[config.mk]
export PLATFORM = sky130hd
export DESIGN_NAME = mux_arb_nto1
export DESIGN_NICKNAME = d
export VERILOG_FILES = /design/src/rtl/mux_arb_nto1.sv
export SDC_FILE = /design/constraint.sdc
export NUM_CORES = 1
export LEC_CHECK = 0
export CAP_MARGIN = 15
export CORE_UTILIZATION = 34
export CTS_CLUSTER_SIZE = 40
export DETAILED_ROUTE_END_ITERATION = 16
export HOLD_SLACK_MARGIN = 0.1
export PLACE_DENSITY = 0.62
export SETUP_SLACK_MARGIN = 0.1
export SYNTH_ARGS = -nofsm -noshare
export SYNTH_HDL_FRONTEND = slang
export SYNTH_SLANG_ARGS = --single-unit
[constraint.sdc]
create_clock -name clk -period 7.5 [get_ports clk]
set_input_delay 2.25 -clock clk [delete_from_list [all_inputs] [get_ports clk]]
set_output_delay 2.25 -clock clk [all_outputs]
set_load 0.005 [all_outputs]
[src/rtl/mux_arb_nto1.sv]
// mux_arb_nto1: N-to-1 registered multiplexer with fixed-priority or
// round-robin arbitration and a valid/ready handshake on every channel.
//
// Parameters
//   WIDTH     data bits per channel (>= 1)
//   NCH       number of input channels (>= 2)
// Ports
//   clk       clock, all state updates on the rising edge
//   rst_n     asynchronous active-low reset
//   in_data   NCH*WIDTH packed channel data, channel i at [i*WIDTH +: WIDTH]
//   in_valid  per-channel request
//   in_ready  per-channel accept (combinational, at most one bit high)
//   rr_en     0 = fixed priority (lowest index wins), 1 = round-robin
//   out_data  registered selected data
//   out_valid registered output beat valid
//   out_ready downstream accept
//   out_grant registered one-hot source channel of out_data, 0 when idle
module mux_arb_nto1 #(
  parameter int unsigned WIDTH = 4,
  parameter int unsigned NCH   = 4
) (
  input  logic                 clk,
  input  logic                 rst_n,
  input  logic [NCH*WIDTH-1:0] in_data,
  input  logic [NCH-1:0]       in_valid,
  output logic [NCH-1:0]       in_ready,
  input  logic                 rr_en,
  output logic [WIDTH-1:0]     out_data,
  output logic                 out_valid,
  input  logic                 out_ready,
  output logic [NCH-1:0]       out_grant
);

  localparam int unsigned PW = $clog2(NCH);

  logic [WIDTH-1:0] out_data_q, out_data_d;
  logic             out_valid_q, out_valid_d;
  logic [NCH-1:0]   out_grant_q, out_grant_d;
  logic [PW-1:0]    ptr_q, ptr_d;

  logic             load;
  logic             win_found;
  logic [PW-1:0]    win_idx;
  logic [PW-1:0]    scan_idx;
  logic [NCH-1:0]   win_onehot;
  logic [WIDTH-1:0] sel_data;

  // Output register may accept a new beat when empty or draining this cycle
  assign load = !out_valid_q || out_ready;

  // Winner search: scan order starts at ptr in round-robin mode, at 0 otherwise
  always_comb begin
    win_found = 1'b0;
    win_idx   = '0;
    scan_idx  = '0;
    for (int unsigned k = 0; k < NCH; k++) begin
      if (rr_en) begin
        scan_idx = PW'((32'(ptr_q) + k) % NCH);
      end else begin
        scan_idx = PW'(k);
      end
      if (!win_found && in_valid[scan_idx]) begin
        win_found = 1'b1;
        win_idx   = scan_idx;
      end
    end
  end

  assign win_onehot = NCH'(1) << win_idx;

  // Data mux for the winning channel
  always_comb begin
    sel_data = '0;
    for (int unsigned k = 0; k < NCH; k++) begin
      if (PW'(k) == win_idx) begin
        sel_data = in_data[k*WIDTH +: WIDTH];
      end
    end
  end

  // Gated by rst_n so nothing is accepted while reset is held
  assign in_ready = (load && win_found && rst_n) ? win_onehot : '0;

  // Next-state for output register and round-robin pointer
  always_comb begin
    out_data_d  = out_data_q;
    out_valid_d = out_valid_q;
    out_grant_d = out_grant_q;
    ptr_d       = ptr_q;
    if (load) begin
      if (win_found) begin
        out_data_d  = sel_data;
        out_valid_d = 1'b1;
        out_grant_d = win_onehot;
        if (rr_en) begin
          ptr_d = (win_idx == PW'(NCH - 1)) ? '0 : win_idx + PW'(1);
        end
      end else begin
        out_valid_d = 1'b0;
        out_grant_d = '0;
      end
    end
  end

  // State registers
  always_ff @(posedge clk or negedge rst_n) begin
    if (!rst_n) begin
      out_data_q  <= '0;
      out_valid_q <= 1'b0;
      out_grant_q <= '0;
      ptr_q       <= '0;
    end else begin
      out_data_q  <= out_data_d;
      out_valid_q <= out_valid_d;
      out_grant_q <= out_grant_d;
      ptr_q       <= ptr_d;
    end
  end

  assign out_data  = out_data_q;
  assign out_valid = out_valid_q;
  assign out_grant = out_grant_q;

`ifndef SYNTHESIS
  // Protocol checks, sampled mid-cycle once inputs have settled
  a_grant_onehot0 : assert property (@(negedge clk) disable iff (!rst_n)
    $onehot0(out_grant));
  a_ready_onehot0 : assert property (@(negedge clk) disable iff (!rst_n)
    $onehot0(in_ready));
  a_ready_needs_valid : assert property (@(negedge clk) disable iff (!rst_n)
    (in_ready & ~in_valid) == '0);
  a_stall_stable : assert property (@(negedge clk) disable iff (!rst_n)
    (out_valid && !out_ready) |=> ($stable(out_data) && $stable(out_grant)));
  a_valid_has_grant : assert property (@(negedge clk) disable iff (!rst_n)
    out_valid |-> (out_grant != '0));

  for (genvar gi = 0; gi < NCH; gi++) begin : g_xfer_chk
    a_xfer_data : assert property (@(negedge clk) disable iff (!rst_n)
      (in_valid[gi] && in_ready[gi]) |=>
        (out_data == $past(in_data[gi*WIDTH +: WIDTH])));
  end
`endif

endmodule

==> results.txt <==
- Outcome: finished, final reports clean
- The number of clock buffers added by TritonCTS is 3.
* Row cnt: 19
* Post-detailed-placement cell area: 1365 sq um
- Post-route antenna net violation count: 0
* Final instance count without filler cells: 181
* Detailed Place HPWL: 1834 um
* Floorplan die area: 3142 sq um
- Power density normalized to cell area: 306.5 nW/um^2
- Counting along the longest clock path gives a buffer depth of 2.
* Total GRT Usage: 0.1621
- Mean area per synthesized cell: 8.715 sq um
- Before antenna repair, the detailed router went through 4 iterations.
* Setup Skew: 6.124 ps
- 0 antenna diodes ended up in the layout.
- Routed via count: 940
- 37 I/O pins were placed.
- Drt first-iter violations: 25
- Hold crit path type: flop to flop
* Total Wirelength: 2416 um
* Fin crit share: 0.9588
* Clock-pin slew on the worst setup and hold paths: 70 ps
* CTS H-tree depth: 1
- In this run the tool buffered the top-level ports with 36 buffer cells.
* Cell Area, Synth: 993.5 sq um
- Worst slew pin tran: 603.7 ps
* Number of synthesis warnings: 0
- Max-cap violations in this run came to 0.
- The via count of the first global-routing pass is 892.
- Counting flops and latches in the post-synthesis netlist gives 11.
* Detailed-route wire length per cell: 13.35 um
* Worst Path Required: 5250 ps
- Proportion of layout cells with a drive suffix above 1: 0.1600
* Setup repair after global routing missed its margin: no
* Final setup TNS: 0 ps
- Part of the Yosys area used for sequential elements: 0.2771
- Headroom to the max-slew limit came out at 0.5963.
- At the end of routability-driven placement, the weighted congestion stood at 0.8026.
- Sort of element at the end of the critical path: primary output
- Number of antenna violations at the first check in global routing: 0
* Leak: 0.5773 nW
- CTS Root Buffer Type: sky130_fd_sc_hd__clkbuf_4
- Data arrival time of the critical path: 4940 ps
* Highest ir drop seen on vdd: 0.0002072 V
* Net count after synthesis: 142
* Count of different cell masters after synthesis: 37
- Counting tap cells, the placed design contains a total of 177 instances.
* Die Height: 56.06 um
- Entering global routing, the biggest net connects 16 pins.
* Clk sink count: 11
* Maximum net fanout on the critical path: 12
- Number of cells upsized or downsized after cts: 0
* Highest clock rate: 139.1 MHz
* Number of hold violations in the final report: 0
* Setup repair bufs after CTS: 0
* First-pass GRT wire length: 4008 um
- The die is 56.06 um wide.
* Synthesized instance count: 114
- Initial Utilization: 0.3603
* Post-DR vias/cell: 5.193
- Relative to the synthesized area, the layout overhead comes to 40.68%.
- At the later pin of the worst-skew pair, clock insertion delay measures 270 ps.
- TritonCTS built the clock tree.
- Final layout net count: 179
- Hold-fix buffers, CTS: 0
- Critical Path Source Type: primary input
- Design Area, Final: 1398 sq um
- The final max-slew violation count was 0.
- Post-layout minimum cycle time: 7191 ps
- Core Box Area: 2758 sq um
- For this run the aggregate overflow at the end of global routing stands at 0.
* # setup viols final: 0
- Critical path type: primary input to primary output
- Remaining design rule violation count: 0
[logic make-up after synthesis]
family	after synthesis	share of synthesized area
AND/OR/NAND/NOR	45	0.2532
adder cells (fa/ha/maj)	4	0.05038
multiplexers	9	0.1134
flip-flops	11	0.2771
buffers and inverters	10	0.06170
AO/OA/AOI/OAI	35	0.2443
[state kept, by name (all words and copies together), names as in the netlist]
| register | cells |
|---|---|
| out_data | 4 |
| ptr_q | 2 |
| out_grant | 4 |
| out_valid | 1 |
[per-stage QoR]
stage          hold slack, ps  setup WS [ps]  power [mW]  utilization
5_1_grt                 507.4          91.58      0.4681       0.5068
4_1_cts                 487.6          264.8      0.4291       0.5045
3_3_place_gp            462.4          381.0      0.3832       0.4950
3_5_place_dp            471.9          268.2      0.3861       0.4950
6_report                481.5          309.0      0.4283       0.5068
2_1_floorplan           473.3           1308      0.2988            -
[final cells by class]
cell class | count | area, sq um
fillers | 266 | 1360
multi-input cells | 93 | 663.1
repair buffers | 39 | 382.9
flip-flops and latches | 11 | 275.3
well taps | 31 | 38.79
clock buffers | 4 | 26.28
inverters | 3 | 11.26
[routing by layer]
metal	up-vias	track usage	wire length, um
met5	-	0	0
met4	0	0.04181	21
met3	2	0.04884	81
met2	19	0.2670	1169
met1	431	0.2063	1144
li1	488	-	-
[cells in the mapped netlist]
cell type / count / area, sq um
sky130_fd_sc_hd__buf_6: 1 / 11.26
sky130_fd_sc_hd__a21oi_1: 8 / 40.04
sky130_fd_sc_hd__nor2b_1: 2 / 12.51
sky130_fd_sc_hd__nor2_2: 1 / 6.260
sky130_fd_sc_hd__and3_2: 4 / 30.03
sky130_fd_sc_hd__nand2b_1: 2 / 12.51
sky130_fd_sc_hd__nor2_4: 1 / 11.26
sky130_fd_sc_hd__buf_4: 1 / 7.510
sky130_fd_sc_hd__mux2_1: 2 / 22.52
sky130_fd_sc_hd__a22oi_1: 1 / 7.510
sky130_fd_sc_hd__buf_8: 1 / 15.01
sky130_fd_sc_hd__o32a_2: 1 / 11.26
sky130_fd_sc_hd__nand4b_1: 1 / 8.760
sky130_fd_sc_hd__and2_1: 1 / 6.260
sky130_fd_sc_hd__o21a_1: 2 / 15.01
sky130_fd_sc_hd__inv_1: 3 / 11.26
sky130_fd_sc_hd__dfrtp_1: 11 / 275.3
sky130_fd_sc_hd__a211oi_2: 2 / 25.02
sky130_fd_sc_hd__or2_2: 1 / 6.260
sky130_fd_sc_hd__o21ai_0: 11 / 55.05
sky130_fd_sc_hd__a211o_1: 2 / 17.52
sky130_fd_sc_hd__and4bb_2: 2 / 25.02
sky130_fd_sc_hd__and2b_1: 1 / 7.510
sky130_fd_sc_hd__a22o_1: 1 / 8.760
sky130_fd_sc_hd__nor3_1: 1 / 5.000
sky130_fd_sc_hd__nor2_1: 2 / 7.510
sky130_fd_sc_hd__buf_2: 1 / 5.000
sky130_fd_sc_hd__ha_1: 4 / 50.05
sky130_fd_sc_hd__a211oi_4: 1 / 20.02
sky130_fd_sc_hd__buf_1: 1 / 3.750
sky130_fd_sc_hd__clkbuf_1: 2 / 7.510
sky130_fd_sc_hd__o221ai_1: 2 / 17.52
sky130_fd_sc_hd__mux2_4: 4 / 60.06
sky130_fd_sc_hd__mux2i_1: 3 / 30.03
sky130_fd_sc_hd__nand2_1: 22 / 82.58
sky130_fd_sc_hd__o22ai_1: 4 / 25.02
sky130_fd_sc_hd__nand3b_1: 4 / 30.03
[worst paths after layout]
| kind | depth (start not counted) | from | slack [ps] | end |
|---|---|---|---|---|
| worst min register to register | 2 | out_grant[3] | 480 | out_grant[3] |
| max in group asynchronous | 1 | rst_n | 4750 | out_grant[2] |
| min in group asynchronous | 1 | rst_n | 2350 | out_grant[1] |
| worst max register to register | 11 | ptr_q[0] | 4790 | out_data[0] |
| worst max-delay path | 9 | rr_en | 310 | in_ready[1] |
| worst min-delay path | 2 | out_grant[3] | 480 | out_grant[3] |
[power by group]
part | internal, mW | switching, mW
logic | 0.153 | 0.119
registers | 0.0848 | 0.0300
clock network | 0.0206 | 0.0207
[worst max-delay path, stage by stage]
cell and delay, ps:
sky130_fd_sc_hd__clkdlybuf4s50_1 600, sky130_fd_sc_hd__and4bb_2 350, sky130_fd_sc_hd__a211o_1 270, sky130_fd_sc_hd__o22ai_1 200, sky130_fd_sc_hd__o22ai_2 140, sky130_fd_sc_hd__inv_1 100
sky130_fd_sc_hd__ha_1 310, sky130_fd_sc_hd__and3_2 230, sky130_fd_sc_hd__clkdlybuf4s50_1 490
[cell usage in the layout, fill, tap and decap left out, types with 4 or more instances in the layout]
master / Yosys / layout
sky130_fd_sc_hd__nand3b_1: 4 / 4
sky130_fd_sc_hd__a21oi_1: 8 / 8
sky130_fd_sc_hd__nand2_1: 22 / 22
sky130_fd_sc_hd__clkdlybuf4s50_1: 0 / 36
sky130_fd_sc_hd__dfrtp_1: 11 / 11
sky130_fd_sc_hd__and3_2: 4 / 4
sky130_fd_sc_hd__ha_1: 4 / 4
sky130_fd_sc_hd__o21ai_0: 11 / 11
sky130_fd_sc_hd__mux2_4: 4 / 4
Note: power is estimated with default switching activity, not from simulation.
